`src/rtl/ex_div_if.sv`:
```
// EX-stage divider handshake: decoded divide op and operands in, stall request and result out.
// master = pipeline side (ID/EX register, pause controller), slave = divider.
interface ex_div_if;
  logic        exception_flush;
  logic        ex_stall;
  logic        op_valid;
  logic        op_signed;
  logic        op_mod;
  logic [31:0] src1;
  logic [31:0] src2;
  logic        pause_request;
  logic        result_valid;
  logic [31:0] result;

  modport master (
    output exception_flush, ex_stall, op_valid, op_signed, op_mod, src1, src2,
    input  pause_request, result_valid, result
  );

  modport slave (
    input  exception_flush, ex_stall, op_valid, op_signed, op_mod, src1, src2,
    output pause_request, result_valid, result
  );
endinterface

```
`src/rtl/ex_div.sv`:
```
// Iterative restoring 32-bit divider for div.w/div.wu/mod.w/mod.wu.
// Stalls IF..EX while busy and holds its result until the downstream stall clears.
module ex_div #(
  parameter logic [31:0] DIV_ZERO_Q = 32'hFFFFFFFF,
  parameter int          ITERATIONS = 32
) (
  input  logic   clk,
  input  logic   rst,
  ex_div_if.slave bus
);

  localparam logic [5:0] LAST_COUNT = 6'(ITERATIONS - 1);

  typedef enum logic [1:0] {
    IDLE = 2'd0,
    BUSY = 2'd1,
    DONE = 2'd2
  } state_t;

  state_t      state_reg, state_next;
  logic [5:0]  count_reg;
  logic [31:0] rem_reg;
  logic [31:0] quo_reg;
  logic [31:0] div_reg;
  logic        q_neg_reg;
  logic        r_neg_reg;
  logic        mod_reg;
  logic [31:0] result_reg;

  // Operand magnitudes presented at the IDLE->BUSY edge.
  logic [31:0] dividend_mag;
  logic [31:0] divisor_mag;
  logic        divide_by_zero;

  assign dividend_mag   = (bus.op_signed && bus.src1[31]) ? (~bus.src1 + 32'd1) : bus.src1;
  assign divisor_mag    = (bus.op_signed && bus.src2[31]) ? (~bus.src2 + 32'd1) : bus.src2;
  assign divide_by_zero = (bus.src2 == 32'd0);

  // One restoring step. The shifted partial remainder needs 33 bits; after the
  // conditional subtract it is always below the divisor and fits in 32 again.
  logic [32:0] rem_shift;
  logic [31:0] quo_shift;
  logic        rem_ge;
  logic [31:0] rem_step;
  logic [31:0] quo_step;

  assign rem_shift = {rem_reg, quo_reg[31]};
  assign quo_shift = {quo_reg[30:0], 1'b0};
  assign rem_ge    = (rem_shift >= {1'b0, div_reg});
  assign rem_step  = rem_ge ? (rem_shift[31:0] - div_reg) : rem_shift[31:0];
  assign quo_step  = {quo_shift[31:1], rem_ge};

  // Sign correction applied to the final step, so the result register loads on BUSY->DONE.
  logic [31:0] quo_fixed;
  logic [31:0] rem_fixed;
  logic [31:0] result_sel;

  assign quo_fixed = q_neg_reg ? (~quo_step + 32'd1) : quo_step;
  assign rem_fixed = r_neg_reg ? (~rem_step + 32'd1) : rem_step;

  genvar gi;
  generate
    for (gi = 0; gi < 32; gi++) begin : g_result_sel
      assign result_sel[gi] = mod_reg ? rem_fixed[gi] : quo_fixed[gi];
    end
  endgenerate

  always_ff @(posedge clk) begin
    if (rst) begin
      state_reg <= IDLE;
    end else begin
      state_reg <= state_next;
    end
  end

  always_comb begin
    state_next = state_reg;
    case (state_reg)
      IDLE: begin
        if (bus.op_valid) begin
          state_next = divide_by_zero ? DONE : BUSY;
        end
      end
      BUSY: begin
        if (count_reg == LAST_COUNT) begin
          state_next = DONE;
        end
      end
      DONE: begin
        if (!bus.ex_stall) begin
          state_next = IDLE;
        end
      end
      default: state_next = IDLE;
    endcase
    if (bus.exception_flush) begin
      state_next = IDLE;
    end
  end

  always_ff @(posedge clk) begin
    if (rst) begin
      count_reg  <= 6'd0;
      rem_reg    <= 32'd0;
      quo_reg    <= 32'd0;
      div_reg    <= 32'd0;
      q_neg_reg  <= 1'b0;
      r_neg_reg  <= 1'b0;
      mod_reg    <= 1'b0;
      result_reg <= 32'd0;
    end else if (bus.exception_flush) begin
      count_reg <= 6'd0;
    end else begin
      case (state_reg)
        IDLE: begin
          count_reg <= 6'd0;
          if (bus.op_valid) begin
            if (divide_by_zero) begin
              // Remainder of x/0 is the dividend itself, bit for bit.
              result_reg <= bus.op_mod ? bus.src1 : DIV_ZERO_Q;
            end else begin
              rem_reg   <= 32'd0;
              quo_reg   <= dividend_mag;
              div_reg   <= divisor_mag;
              q_neg_reg <= bus.op_signed & (bus.src1[31] ^ bus.src2[31]);
              r_neg_reg <= bus.op_signed & bus.src1[31];
              mod_reg   <= bus.op_mod;
            end
          end
        end
        BUSY: begin
          rem_reg   <= rem_step;
          quo_reg   <= quo_step;
          count_reg <= count_reg + 6'd1;
          if (count_reg == LAST_COUNT) begin
            result_reg <= result_sel;
          end
        end
        default: begin
        end
      endcase
    end
  end

  // Reset and flush gate the outputs combinationally so the stall drops in the same cycle.
  assign bus.pause_request = ~rst & ~bus.exception_flush & bus.op_valid & (state_reg != DONE);
  assign bus.result_valid  = ~rst & ~bus.exception_flush & (state_reg == DONE);
  assign bus.result        = rst ? 32'd0 : result_reg;

endmodule

```
`src/flat_wrapper.sv`:
```
// flat-port wrapper written by rule: the top's interface ports become plain ports
module ex_div_flat 
#(
  parameter logic [31:0] DIV_ZERO_Q = 32'hFFFFFFFF,
  parameter int          ITERATIONS = 32
)
  (clk, rst, bus_exception_flush, bus_ex_stall, bus_op_valid, bus_op_signed, bus_op_mod, bus_src1, bus_src2, bus_pause_request, bus_result_valid, bus_result);
  ex_div_if bus_i ();
  input  logic clk;
  input  logic rst;
  input wire logic [$bits(bus_i.exception_flush)-1:0] bus_exception_flush;
  input wire logic [$bits(bus_i.ex_stall)-1:0] bus_ex_stall;
  input wire logic [$bits(bus_i.op_valid)-1:0] bus_op_valid;
  input wire logic [$bits(bus_i.op_signed)-1:0] bus_op_signed;
  input wire logic [$bits(bus_i.op_mod)-1:0] bus_op_mod;
  input wire logic [$bits(bus_i.src1)-1:0] bus_src1;
  input wire logic [$bits(bus_i.src2)-1:0] bus_src2;
  output wire logic [$bits(bus_i.pause_request)-1:0] bus_pause_request;
  output wire logic [$bits(bus_i.result_valid)-1:0] bus_result_valid;
  output wire logic [$bits(bus_i.result)-1:0] bus_result;
  assign bus_i.exception_flush = bus_exception_flush;
  assign bus_i.ex_stall = bus_ex_stall;
  assign bus_i.op_valid = bus_op_valid;
  assign bus_i.op_signed = bus_op_signed;
  assign bus_i.op_mod = bus_op_mod;
  assign bus_i.src1 = bus_src1;
  assign bus_i.src2 = bus_src2;
  assign bus_pause_request = bus_i.pause_request;
  assign bus_result_valid = bus_i.result_valid;
  assign bus_result = bus_i.result;
  ex_div #(.DIV_ZERO_Q(DIV_ZERO_Q), .ITERATIONS(ITERATIONS)) u_core (.clk(clk), .rst(rst), .bus(bus_i));
endmodule
```
`config.mk`:
```
export PLATFORM = sky130hd
export DESIGN_NAME = ex_div_flat
export DESIGN_NICKNAME = d
export VERILOG_FILES = /design/src/rtl/ex_div_if.sv /design/src/rtl/ex_div.sv /design/src/flat_wrapper.sv
export SDC_FILE = /design/constraint.sdc
export NUM_CORES = 1
export LEC_CHECK = 0
export CELL_PAD_IN_SITES_DETAIL_PLACEMENT = 0
export CELL_PAD_IN_SITES_GLOBAL_PLACEMENT = 1
export CORE_UTILIZATION = 43
export DETAILED_ROUTE_END_ITERATION = 10
export PLACE_DENSITY = 0.92
export SYNTH_ARGS = -nofsm -noshare
export SYNTH_HDL_FRONTEND = slang
export SYNTH_SLANG_ARGS = --single-unit
```
`constraint.sdc`:
```
create_clock -name clk -period 6.75 [get_ports clk]
set_clock_uncertainty 0.15 [all_clocks]
set_input_delay 1.35 -clock clk [delete_from_list [all_inputs] [get_ports clk]]
set_output_delay 1.35 -clock clk [all_outputs]
set_load 0.01 [all_outputs]
```
; ---- Yosys cells after proc, flatten, opt, wreduce, memory -nomap -nowiden
; Cells that the tools add are included.
[classes]
bitwise = 14
n_lt_le_gt_ge = 1
n_mux = 55
addsub = 6
n_reduce_logical = 10
eq_ne = 9
[ops]
columns = cell, count
row1 = $mux W32, 14
row2 = $pmux W32 S2, 3
row3 = $add A32 B1 Y32 const B, 4
row4 = $not A32 Y32, 4
row5 = $ge A33 B32 Y1, 1
row6 = $logic_not A32 Y1, 1
row7 = $mux W1, 32
row8 = $sub A32 B32 Y32, 1
row9 = $pmux W6 S2, 1
row10 = $mux W2, 4
row11 = $ne A2 B2 Y1 const B, 4
row12 = $reduce_and A4 Y1, 2
row13 = $add A6 B1 Y6 const B, 1
row14 = $and A1 B1 Y1, 6
row15 = $eq A6 B5 Y1 const B, 1
row16 = $pmux W2 S3, 1
row17 = $reduce_and A5 Y1, 1
row18 = $ne A2 B1 Y1 const B, 2
row19 = $not A1 Y1, 3
row20 = $reduce_and A3 Y1, 1
row21 = $eq A2 B1 Y1 const B, 1
row22 = $eq A2 B2 Y1 const B, 1
row23 = $logic_and A1 B1 Y1, 2
row24 = $logic_not A2 Y1, 1
row25 = 3 further kinds, 3
[totals]
inputBits = 71
register_bits = 139

; ---- Longest topological paths before layout
; Gate-level depths: netlist of run 1.
[depth]
ltp_word = 8
depth_mapped = 25
mapped_depth_nobuf = 21

; ---- Least setup slack after synthesis of run 1
; OpenSTA, ideal clock, no wires.
[synth_timing]
kind = reg-to-reg
from = register u_core.div_reg[19]
to = register u_core.result_reg[30]
t_arrival_ns = 5.049
required_time_ns = 6.526
path_slack_ns = 1.476
setup_ns = 0.074
path_stages_with_launch = 23
cell_sequence = dfxtp_1 > inv_1 > ha_1 > clkbuf_1 > nand4_1 > or3_1 > nor4_1 > a2111oi_0 > o211a_1 > nand2_1 > clkbuf_1 > buf_2 > buf_1 > a21oi_1 > inv_1 > ha_1 > inv_1 > o41ai_2 > o2111ai_1 > o41ai_1 > xor2_1 > a211o_1 > o21ai_0
[synth_between]
elab_chain_cells = 8
elab_cells_between_ends = 12
cone_classes = 3 x add/sub / 1 x order compare / 6 x mux / 2 x bitwise
[synth_rtl]
columns = item, line
row1 = start: declaration, ex_div.sv:24  ; logic [31:0] div_reg;
row2 = start signal: assignment, ex_div.sv:124  ; div_reg <= divisor_mag;
row3 = $sub A32 B32 Y32 or $ge A33 B32 Y1 (tied branches), "ex_div.sv:50, ex_div.sv:49"
row4 = $mux W32, ex_div.sv:50  ; assign rem_step = rem_ge ? (rem_shift[31:0] - div_reg) : rem_shift[31:0];
row5 = $not A32 Y32, ex_div.sv:59  ; assign rem_fixed = r_neg_reg ? (~rem_step + 32'd1) : rem_step;
row6 = $add A32 B1 Y32, ex_div.sv:59
row7 = $mux W32, ex_div.sv:59
row8 = $mux W1 (*), ex_div.sv:64  ; assign result_sel[gi] = mod_reg ? rem_fixed[gi] : quo_fixed[gi];
row9 = $mux W32 (*), ex_div.sv:135  ; if (count_reg == LAST_COUNT) begin
row10 = $pmux W32 S2 (*), ex_div.sv:114  ; case (state_reg)
row11 = end signal: assignment, ex_div.sv:120  ; result_reg <= bus.op_mod ? bus.src1 : DIV_ZERO_Q;
row12 = end signal: assignment, ex_div.sv:136  ; result_reg <= result_sel;
row13 = end: declaration, ex_div.sv:28  ; logic [31:0] result_reg;
; Every way passes the cells marked *; elsewhere a longest branch is shown, timed or not. The select of a mux whose other input is x is not followed.
; A chain may end at the register's enable or synchronous reset.

; ---- Worst setup path in the final report of run 1
[layout_timing]
from = input bus_src2[2]
to = register u_core.result_reg[29]
[layout_between]
elab_chain_cells = 3
[layout_rtl]
columns = item, line
row1 = start: declaration, flat_wrapper.sv:17  ; input wire logic [$bits(bus_i.src2)-1:0] bus_src2;
row2 = $logic_not A32 Y1, ex_div.sv:37  ; assign divide_by_zero = (bus.src2 == 32'd0);
row3 = $ne A2 B1 Y1 (no line), n/a
row4 = $reduce_and A5 Y1 (no line), n/a
; Every way passes these cells.

==> results of run 1 <==
[worst register-to-register path, cell delays in order, from the launching register on]
cell and delay (ns):
dfxtp_1 0.37, ha_1 0.43, and4_1 0.28, nand2_1 0.15
a21oi_1 0.21, o21ai_0 0.21, or3_1 0.36, buf_4 0.20
nand2_1 0.31, mux2i_1 0.39, ha_1 0.33, inv_1 0.11
nor3b_1 0.22, nand4_1 0.14, o41ai_2 0.07, buf_4 0.19
o2111ai_1 0.26, o41ai_1 0.46, xor2_1 0.29, a211o_1 0.17
o21ai_0 0.07
[per-layer routing]
layer / share of wire / routed length (um)
met2: 0.47 / 16100
met4: 0.019 / 649
met1: 0.46 / 15900
met3: 0.049 / 1690
met5: 0 / 0
[area by class of cell]
cell class	count	area, um^2
clock inverters	11	168
inverters	55	206
repair buffers	124	1200
multi-input cells	1246	7700
well taps	330	413
clock buffers	21	460
flip-flops and latches	139	2780
fillers	2482	12300
[cell usage in the layout, fill, tap and decap left out, types with 7 or more instances in the layout]
cell type	Yosys	final
nor2_1	246	246
a21oi_1	150	150
dfxtp_1	139	139
nand2_1	126	126
clkdlybuf4s50_1	0	103
xnor2_1	86	86
a211oi_1	71	71
o21ai_0	70	70
inv_1	54	54
xor2_1	54	54
nor2b_1	42	42
ha_1	37	37
nor3_1	30	30
nand3_1	25	25
o31ai_1	24	24
mux2i_1	23	23
a22oi_1	23	23
buf_4	0	20
or3_1	20	19
nor4_1	17	17
o221ai_1	17	17
clkbuf_16	0	17
o41ai_1	16	16
or4_1	12	12
nand2b_1	13	12
a31oi_1	12	12
nand4_1	11	11
a21o_1	10	10
and2_1	9	9
o2bb2ai_1	8	8
o21a_1	7	7
o211ai_1	7	7
[cell families after synthesis]
logic type	Yosys count
fa+ha+maj	38
xor+xnor	140
compound gates	456
flops	139
simple gates	584
mux	28
buf+inv	146
[worst paths after layout]
path | slack, ns | cells past startpoint | endpoint
max | 1.12 | 14 | u_core.result_reg[29]
max reg2reg | 1.23 | 20 | u_core.result_reg[30]
min | 0.30 | 2 | u_core.result_reg[6]
min reg2reg | 0.30 | 2 | u_core.result_reg[6]
[report_power, final]
group,switching (mW),internal (mW)
clock,0.377,0.637
sequential,0.0336,0.854
combinational,0.370,0.231
total,0.781,1.72
[stage by stage]
step | power [mW] | hold WS (ns) | utilization | setup slack [ns]
after floorplan | 1.30 | 0.277 | - | 1.48
after global placement | 1.49 | 0.288 | 0.489 | 0.760
after detailed placement | 1.49 | 0.294 | 0.489 | 0.750
after CTS | 2.50 | 0.301 | 0.514 | 1.17
after global routing | 2.61 | 0.313 | 0.514 | 0.854
final | 2.50 | 0.300 | 0.514 | 1.12
==> results.cfg, run 1 <==
[run_status]
status = complete, no violations

[floorplan]
start_util = 0.438
core_um2 = 25200
chipWidth_um = 162
rows = 58
ioPinCount = 105
dieArea_um2 = 26300
die_y_um = 162

[route]
drcViolationCount = 0
via_per_inst = 5.90
drtAntennaViolNets = 0
first_iter_violations = 861
num_vias = 11400
firstDrtPassIters = 7
wl_per_cell_um = 17.8
wirelength_um = 34300

[synthesis]
syn-instance-count = 1531
synthDistinctLibCells = 73
ys_async_sr_fraction = 0
syn_area_um2 = 11000
synth_top_cell_by_area = dfxtp_1
synth_edf_count = 0
ys_seq_area_frac = 0.252
synth.most_common_cell = nor2_1
synth.area.mux_share = 0.0260
synth_top_family_by_area = compound AO/OA/AOI/OAI gates
synth_area_per_cell_um2 = 7.21
yosysWarnings = 0
synth_compound_area_frac = 0.268
synth_xor_area_frac = 0.111
ys.flop_type = dfxtp_1
ys_ff_latch = 139
synth_area_leaders = dfxtp_1 (25%), nor2_1 (8.4%), xnor2_1 (6.8%), a21oi_1 (6.8%), a211oi_1 (4.8%)
synthAdderAreaFrac = 0.0438
yosys.area_share.simple = 0.248
yosys-top-cells-count = nor2_1 (246), a21oi_1 (150), dfxtp_1 (139), nand2_1 (126), xnor2_1 (86)
synth_top_area_frac = 0.252
syn-num-nets = 1640

[timing]
rsz0062_at_grt = no
max_slew.worst_pin.slew_ns = 1.08
min_period_ns = 5.63
finalSetupViolations = 0
slew_viol_final = 0
fin_crit_sh = 0.834
slew_headroom = 0.280
setup_tns_ns = 0
fmax_ghz = 0.178
final-hold-violation-count = 0

[clock_tree]
cts_made_buffers = 17
cts-resized-gates = 0
cts_sinks = 139
clock_path_buffers = 2
post-cts-setup-buffers = 0
cts_max_level = 4
postCtsHoldBufs = 0
clock_tree.root_cell = clkbuf_16
clock_latency_ns = 0.43
cts_tree = done
clkSlewWorstSetupHoldPaths_ns = 0.07

[critical_path]
cp_max_fo = 45
startpoint_type = primary input
required_ns = 6.98
arrival_ns = 5.86
endpoint_kind = flip-flop
crit_top_cell = or4_4
crit_path_max_incr_delay_ns = 0.75
worstSetupStartpoint = bus_src2[2]
rr_startpoint = u_core.rem_reg[6]
critPathTopFamily = simple AND/OR/NAND/NOR gates
critical_path_class = in -> reg
crit_chain = clkdlybuf4s50_1, nor4_1, nor4bb_1, buf_4, nand4b_1, or2_1, or4_4, and2_4, or4_4, nor2_8, o21ai_2, a211o_1, mux2i_1, a221o_1
crit_path_top_delay_cell = or4_4
critPathBufInv = 2

[global_route]
grtUsageMet2 = 0.440
grt_use_met1 = 0.350
grt_pass1_wl_um = 55200
grt_max_degree = 84
overflow = 0
grt_use_total = 0.262
use_met3 = 0.0327
grt_pass1_vias = 10700
antenna_found_initial = 0
top_usage_layer = met2

[flow_run]
drv_cap = 0

[finish]
final_nets = 1692
syn_to_final_growth_pct = 17.2
antennaDiodeCount = 0
stdcell_area_um2 = 12900
layoutNonFillerInstCount = 1926
drive_above_1_share = 0.0476

[hold_path]
worstHoldStart = u_core.result_reg[6]
hold_path.class = reg -> reg

[placement]
placed_cell_area_um2 = 12300
dp_hpwl_um = 25000
globalplace.congestion = 0.901
dpl.cell_count = 1894
port_buffers = 104

[power_and_ir_drop]
peakVddDrop_mv = 0.174
power_density_nw_per_um2 = 194
power.leakage_nw = 4.90
(Power assumes the default switching activity.)
==> inputs of run 2 (changes only) <==
==> constraint.sdc (replaced) <==
create_clock -name clk -period 5.75 [get_ports clk]
set_clock_uncertainty 0.15 [all_clocks]
set_input_delay 1.15 -clock clk [delete_from_list [all_inputs] [get_ports clk]]
set_output_delay 1.15 -clock clk [all_outputs]
set_load 0.01 [all_outputs]
==> run 2 against run 1 <==
Die area is the same. Clock-buffer cell count shrank 1. Sequential cell count is the same. First-iteration DRC count grew 17%. Register-to-register slack lost 0.58 ns. Setup slack lost 0.64 ns. Cell area shrank 0.16%. Core utilization shrank 0.085 points. Clock power grew 9.9%. Hold slack gained 0.0011 ns. Critical path type unchanged. Sequential share of layout area is essentially flat. Highest routed layer unchanged.
==> results.cfg, run 2 (synthesized netlist as in run 1, its figures left out) <==
[timing]
final-hold-violation-count = 0
finalSetupViolations = 0
rsz0062_at_grt = no
slew_headroom = 0.124
fmax_ghz = 0.190
slew_viol_final = 0
fin_crit_sh = 0.917
max_slew.worst_pin.slew_ns = 1.31
min_period_ns = 5.27
setup_tns_ns = 0

[critical_path]
startpoint_type = primary input
required_ns = 5.96
arrival_ns = 5.48
cp_max_fo = 44
rr_startpoint = u_core.div_reg[27]
reg2reg_slack_ns = 0.65
endpoint_kind = flip-flop
critical_path_class = in -> reg
ff2ff_path_depth = 16
worstSetupStartpoint = bus_src2[2]
r2r-end = u_core.result_reg[31]

[run_status]
status = complete, no violations

[power_and_ir_drop]
peakVddDrop_mv = 0.203
power_density_nw_per_um2 = 221
total_power_mw = 2.86
power.leakage_nw = 4.89

[floorplan]
chipWidth_um = 162
start_util = 0.438
dieArea_um2 = 26300
core_um2 = 25200
rows = 58
die_y_um = 162
ioPinCount = 105

[finish]
drive_above_1_share = 0.0500
final_util = 0.513
final_common_cell = nor2_1
final_nets = 1696
antennaDiodeCount = 0
syn_to_final_growth_pct = 17.0
stdcell_area_um2 = 12900
final_cell_mix = nor2_1 (246), a21oi_1 (150), dfxtp_1 (139)

[global_route]
grt_pass1_wl_um = 55100
grt_use_total = 0.263
overflow = 0
antenna_found_initial = 0
grt_max_degree = 83
grt_pass1_vias = 10400

[clock_tree]
cts_max_level = 4
postCtsHoldBufs = 0
clock_tree.root_cell = clkbuf_16
clock_latency_ns = 0.43
post-cts-setup-buffers = 0
cts_sinks = 139
clkSlewWorstSetupHoldPaths_ns = 0.06
cts-resized-gates = 0
cts_tree = done
clock_path_buffers = 2
cts_made_buffers = 17

[route]
wirelength_um = 34500
num_vias = 11400
drcViolationCount = 0
firstDrtPassIters = 6
wl_per_cell_um = 17.9
first_iter_violations = 1006
via_per_inst = 5.92
drtAntennaViolNets = 0

[placement]
dp_hpwl_um = 25300
port_buffers = 104
placed_cell_area_um2 = 12300
globalplace.congestion = 0.911

[hold_path]
hold_depth = 2
hold_path.class = reg -> reg
hold_end = u_core.result_reg[10]
worstHoldStart = u_core.result_reg[10]

[flow_run]
drv_cap = 0
==> run 2: critical path: stages <==
cell             delay [ns]
clkdlybuf4s50_1        0.51
nor4_1                 0.50
nor4bb_1               0.40
buf_4                  0.19
nand4b_1               0.26
or2_1                  0.34
or4_4                  0.47
and2_4                 0.20
or4_4                  0.52
buf_4                  0.31
nor3_1                 0.25
and3_1                 0.18
mux2i_1                0.08
nand3_1                0.11
==> run 2: final cells by class <==
cell class	count	area, um^2
multi-input combinational	1246	7700
sequential	139	2780
clock buffer	20	457
timing repair buffer	128	1230
fill	2489	12300
clock inverter	11	120
inverter	55	206
tap	330	413
==> run 2: stage by stage <==
| step | hold slack (ns) | instances | setup slack [ns] |
|---|---|---|---|
| floorplan | 0.277 | 1531 | 0.476 |
| global placement | 0.285 | 1898 | 0.265 |
| detailed placement | 0.293 | 1898 | 0.177 |
| CTS | 0.301 | 1929 | 0.560 |
| global route | 0.330 | 1929 | 0.252 |
| finish | 0.301 | 1929 | 0.480 |
==> run 2: power by group <==
part / internal (mW) / total (mW) / switching, mW
combinational: 0.276 / 0.710 / 0.434
sequential: 1.00 / 1.04 / 0.0387
clock: 0.658 / 1.11 / 0.449
total: 1.94 / 2.86 / 0.922
==> run 2: per-layer routing <==
metal | wire [um] | GRT usage | vias up
met5 | 0 | 0 | -
met4 | 780 | 0.0892 | 0
met3 | 2170 | 0.0416 | 54
met2 | 16100 | 0.429 | 384
met1 | 15500 | 0.351 | 5381
li1 | - | - | 5607
==> run 2: worst max path at each step <==
stage                            end  slack [ns]  cells after the start
2_1_floorplan  u_core.result_reg[30]        0.48                     22
4_1_cts        u_core.result_reg[31]        0.56                     14
5_1_grt        u_core.result_reg[31]        0.25                     14
3_3_place_gp   u_core.result_reg[31]        0.27                     14
3_5_place_dp   u_core.result_reg[31]        0.18                     14
6_report       u_core.result_reg[31]        0.48                     14
